===== config.mk =====
export PLATFORM = sky130hd
export DESIGN_NAME = instr_fetch
export DESIGN_NICKNAME = d
export VERILOG_FILES = /design/src/rtl/instr_fetch.sv
export SDC_FILE = /design/constraint.sdc
export NUM_CORES = 1
export LEC_CHECK = 0
export ABC_AREA = 1
export CORE_UTILIZATION = 35
export DETAILED_ROUTE_END_ITERATION = 8
export HOLD_SLACK_MARGIN = 0.1
export PLACE_DENSITY = 0.76
export SETUP_SLACK_MARGIN = 0.05
export SYNTH_ARGS = -nofsm -noshare
export SYNTH_HDL_FRONTEND = slang
export SYNTH_SLANG_ARGS = --single-unit

===== constraint.sdc =====
create_clock -name clk -period 1.2 [get_ports clk]
set_input_delay 0.36 -clock clk [delete_from_list [all_inputs] [get_ports clk]]
set_output_delay 0.36 -clock clk [all_outputs]
set_load 0.03 [all_outputs]

===== src/rtl/instr_fetch.sv =====
// Instruction fetch sequencer: issues one ROM read per word, presents it over valid/ready, strobes pc_inc.
// Optional HALT-opcode stop is enabled by defining IFETCH_HALT_EN.
module instr_fetch #(
   parameter int unsigned ADDR_W   = 5,
   parameter int unsigned INSTR_W  = 8,
   parameter logic [3:0]  HALT_OPC = 4'hF
) (
   input  logic               clk,
   input  logic               rst,
   input  logic               start,
   input  logic [ADDR_W-1:0]  pc_val,
   input  logic               pc_max_reached,
   output logic               pc_inc,
   output logic [ADDR_W-1:0]  mem_addr,
   output logic               mem_rd_en,
   input  logic [INSTR_W-1:0] mem_rdata,
   output logic [INSTR_W-1:0] instr,
   output logic               instr_valid,
   input  logic               instr_ready,
   output logic               busy,
   output logic               done
);

   localparam int unsigned OPC_W = 4;

`ifdef IFETCH_HALT_EN
   localparam logic HALT_EN = 1'b1;
`else
   localparam logic HALT_EN = 1'b0;
`endif

   localparam logic [2:0] S_IDLE    = 3'd0;
   localparam logic [2:0] S_ISSUE   = 3'd1;
   localparam logic [2:0] S_WAIT    = 3'd2;
   localparam logic [2:0] S_PRESENT = 3'd3;
   localparam logic [2:0] S_DONE    = 3'd4;

   logic [2:0]         state_q, state_d;
   logic [INSTR_W-1:0] instr_q;
   logic               pc_inc_q, mem_rd_en_q, instr_valid_q, busy_q, done_q;
   logic               is_halt;

   assign is_halt  = HALT_EN && (instr_q[INSTR_W-1 -: OPC_W] == HALT_OPC);
   assign mem_addr = pc_val;

   // next-state logic; the PC wrap from the WAIT-cycle pc_inc is already visible in PRESENT
   always_comb begin
      state_d = state_q;
      case (state_q)
         S_IDLE:    if (start) state_d = S_ISSUE;
         S_ISSUE:   state_d = S_WAIT;
         S_WAIT:    state_d = S_PRESENT;
         S_PRESENT: begin
            if (instr_ready) begin
               if (pc_max_reached || is_halt) state_d = S_DONE;
               else                           state_d = S_ISSUE;
            end
         end
         S_DONE:    state_d = S_DONE;
         default:   state_d = S_IDLE;
      endcase
   end

   always_ff @(posedge clk) begin
      if (rst) state_q <= S_IDLE;
      else     state_q <= state_d;
   end

   // outputs registered from the next state so they line up with the state they describe
   always_ff @(posedge clk) begin
      if (rst) begin
         instr_q       <= '0;
         pc_inc_q      <= 1'b0;
         mem_rd_en_q   <= 1'b0;
         instr_valid_q <= 1'b0;
         busy_q        <= 1'b0;
         done_q        <= 1'b0;
      end else begin
         if (state_q == S_WAIT) instr_q <= mem_rdata;
         pc_inc_q      <= (state_d == S_WAIT);
         mem_rd_en_q   <= (state_d == S_ISSUE);
         instr_valid_q <= (state_d == S_PRESENT);
         busy_q        <= (state_d == S_ISSUE) || (state_d == S_WAIT) || (state_d == S_PRESENT);
         done_q        <= (state_d == S_DONE);
      end
   end

   assign instr       = instr_q;
   assign pc_inc      = pc_inc_q;
   assign mem_rd_en   = mem_rd_en_q;
   assign instr_valid = instr_valid_q;
   assign busy        = busy_q;
   assign done        = done_q;

endmodule


# --- After elaboration in Yosys (flattened, before gate mapping) ---
# Cells that the tools add are included.
totals:
  reg_bits: 16
  in_bits: 18
  output_inout_bits: 18
  wordCells: 22
classes:
  n_eq_ne: 8
  mux: 4
  n_reduce_logical: 3
ops:
  columns: ["op", "count"]
  rows:
  - ["one-hot mux 3 bit (5 select lines)", 1]
  - ["== test 3 x 2 -> 1 bit, second input constant", 4]
  - ["two-way mux 3 bit", 3]
  - ["== test 3 x 1 -> 1 bit, second input constant", 2]
  - ["== test 3 bit, second input constant", 2]
  - ["logical NOT 3 bit", 1]
  - ["logical OR 1 bit", 2]

# --- Longest topological paths before layout ---
depth:
  ltp_word: 6
  ltp_mapped: 6
  ltp_nobuf: 6

# --- Least setup slack after synthesis ---
# Ideal clock, no wire load.
synth_timing:
  path_kind: "input to output"
  start: "in pc_val[0]"
  end: "out mem_addr[0]"
  t_arrival_ns: 0.505
  t_required_ns: 0.840
  setup_slack_ns: 0.335
  stages: 1
  path_buffers: 1
  cell_sequence: "buf_4"
synth_lines:
  columns: ["item", "line_no", "source"]
  rows:
  - ["from (decl)", "11", "input logic [ADDR_W-1:0] pc_val,"]
  - ["to (decl)", "14", "output logic [ADDR_W-1:0] mem_addr,"]
# No word-level cell between the ends.

# --- Worst setup path after layout ---
layout_timing:
  start: "reg instr_q[0] (netlist: instr[0])"
  end: "out instr[0]"
layout_lines:
  columns: ["item", "line_no", "source"]
  rows:
  - ["from (decl)", "39", "logic [INSTR_W-1:0] instr_q;"]
  - ["from (signal assigned)", "79", "if (state_q == S_WAIT) instr_q <= mem_rdata;"]
  - ["to (decl)", "17", "output logic [INSTR_W-1:0] instr,"]
# No word-level cell between the ends.

==> flow_summary.ini <==
[global_routing]
grt_pass1_vias = 520
grt_pass1_wl_um = 2010
grt_util_all_layers_pct = 14.2
globalRouteMet2Util_pct = 26.4
grt_max_degree = 11
grt_use_met3_pct = 2.50
use_met1_pct = 14.9
grt_antenna_before_repair = 0
grt-ovfl-total = 0
grt_most_used_layer = met2

[cts]
cts_tree = done
cts_inserted_buffers = 3
insertion_delay_ns = 0.27
cts_hold_buf = 0
clockRootBuffer = clkbuf_4
htreeDepth = 1
clk_pin_slew_ns = 0.09
clock_sinks = 16
clockBufferDepth = 2
cts_setup_buffers = 0

[yosys]
netlist_area_um2 = 601
synth_area_leaders = dfxtp_1, nor2_1, o21ai_0
seq_area_frac_synth_pct = 53.3
syn-instance-count = 77
synth_edf_count = 0
synth_top_cells_by_count = nor2_1, dfxtp_1, o21ai_0, inv_1, nand2_1
ys_ff_latch = 16
async_flop_share_pct = 0
yosysMostFrequentCell = nor2_1
synth_ff_type = dfxtp_1
yosys_warnings = 0
synth_cell_types = 14
syn-num-nets = 95
synth_top_cell_area_share_pct = 53.3
synth_largest_area_cell = dfxtp_1
syn_avg_cell_area_um2 = 7.80

[sta]
final-hold-violation-count = 0
final-setup-viol-count = 0
rsz0062_at_grt = true
skew_ns = 0.000696
period_minus_slack_ns = 1.12
maxSlewHeadroom_pct = 87.4
worstMarginPinSlew_ns = 0.187
setup_tns_ns = 0
setup_ws_ns = 0.0779
whs_ns = 0.490
report.final.slew_viol_count = 0
min_period_over_period_pct = 93.5
fmax_mhz = 891

[detailed_routing]
drc = 8
via_count = 537
via_per_inst = 4.55
wl_um = 1230
wl_per_cell_um = 10.4
firstDrtPassIters = 6
ant_nets = 0
first_iter_violations = 17

[outcome]
outcome = finished, violations left
violations = DRC

[placement]
dp_slack_ns = -0.214
dp_hpwl_um = 941
dp.cells = 114
numPortBuffers = 25
place_area_um2 = 808
place_congestion = 0.714

[critical_path]
critPathRequiredTime_ns = 0.84
arrival_ns = 0.76
start_kind = flop
critPathTopFamily = flip-flops
critPathKind = reg -> out
r2r_start = state_q[2]
critPathMaxStageDelay_ns = 0.35
crit_buf_inv = 1
crit_path_start = instr[0]
cpMaxStageDelayCell = dfxtp_1
crit_chain = buf_6
crit_path_max_fanout = 2
cp-end-kind = output port

[floorplanning]
core_um2 = 1560
dieWidth_um = 43.4
rows = 14
dieArea_um2 = 1890
start_util_pct = 38.5
io_pins = 36
die_h_um = 43.4

[layout]
fill_cells = 161
final_nets = 121
num_antenna_cells = 0
multi_input_area_um2 = 209
layout-drive-gt1-share_pct = 30.4
area_growth_pct = 47.7
post-route-util_pct = 56.9
ff_latch_area_um2 = 329
fin_cells = 118
stdcell_area_um2 = 887

[worst_hold_path]
hold_class = reg -> reg
holdCritStartpoint = instr[2]

[power_and_ir_drop]
ir_drop_uv = 899
p_per_area_nw_per_um2 = 1430
leakage_nw = 0.400
total_power_mw = 1.27

[job]
max-cap-violations = 0
## worst reg2reg max path: stages (launching register included)
cell,delay (ns)
dfxtp_1,0.35
nor2_2,0.15
nand2_2,0.12
inv_2,0.15
nor2_1,0.06
nor2_1,0.09
## report_power, final
part           internal [mW]  switching [mW]
Sequential             0.583          0.0310
Combinational          0.141           0.172
Clock                  0.184           0.156
## logic make-up (layout without fill, tap and decap cells)
| logic type | Yosys count | in the layout | synth area share [%] |
|---|---|---|---|
| buf+inv | 14 | 39 | 11.9 |
| compound gates | 10 | 10 | 8.33 |
| simple gates | 37 | 37 | 26.5 |
| flops | 16 | 16 | 53.3 |
## final timing paths
kind                    to  slack [ns]  cells past startpoint
setup / recovery  instr[0]        0.08                      1
setup reg to reg  instr[7]        0.21                      5
hold / removal    instr[2]        0.49                      2
hold reg to reg   instr[2]        0.49                      2
## state kept, by name, summed over array words and instances, names as in the netlist
signal and cells:
instr_valid 1, instr 8, done 1, busy 1, mem_rd_en 1, pc_inc 1, state_q 3
## final cells by class
| class | count | area share, % |
|---|---|---|
| multi-input combinational | 47 | 23.6 |
| clock buffer | 4 | 4.09 |
| tap | 16 | 2.26 |
| timing repair buffer | 26 | 29.2 |
| sequential | 16 | 37.1 |
| inverter | 9 | 3.81 |
## layout by cell type, fill, tap and decap left out
cell type | Yosys | routed
inv_1 | 7 | 6
nand3_1 | 3 | 3
clkbuf_8 | 0 | 1
nand4_1 | 1 | 1
nand2_1 | 7 | 7
nor2_2 | 1 | 1
clkbuf_4 | 0 | 3
clkdlybuf4s50_1 | 0 | 12
nor2_1 | 22 | 22
nand3_2 | 1 | 1
inv_2 | 1 | 2
clkinv_1 | 1 | 1
dfxtp_1 | 16 | 9
o21ai_1 | 1 | 2
buf_6 | 0 | 9
o21ai_0 | 9 | 8
dfxtp_2 | 0 | 7
nand2_2 | 2 | 2
buf_4 | 5 | 5
## layer usage
metal  vias to the layer above  share of wire (%)
li1                        284                  -
met1                       231                 42
met2                        20                 50
met3                         2                7.4
met4                         0               0.65
met5                         -                  0
## what timing repair did
action | 4_1_cts | 5_1_grt
setup endpoints to repair | 3 | 12
pin swaps | 0 | 0
resized for setup | 6 | 12
(Power assumes the default switching activity.)
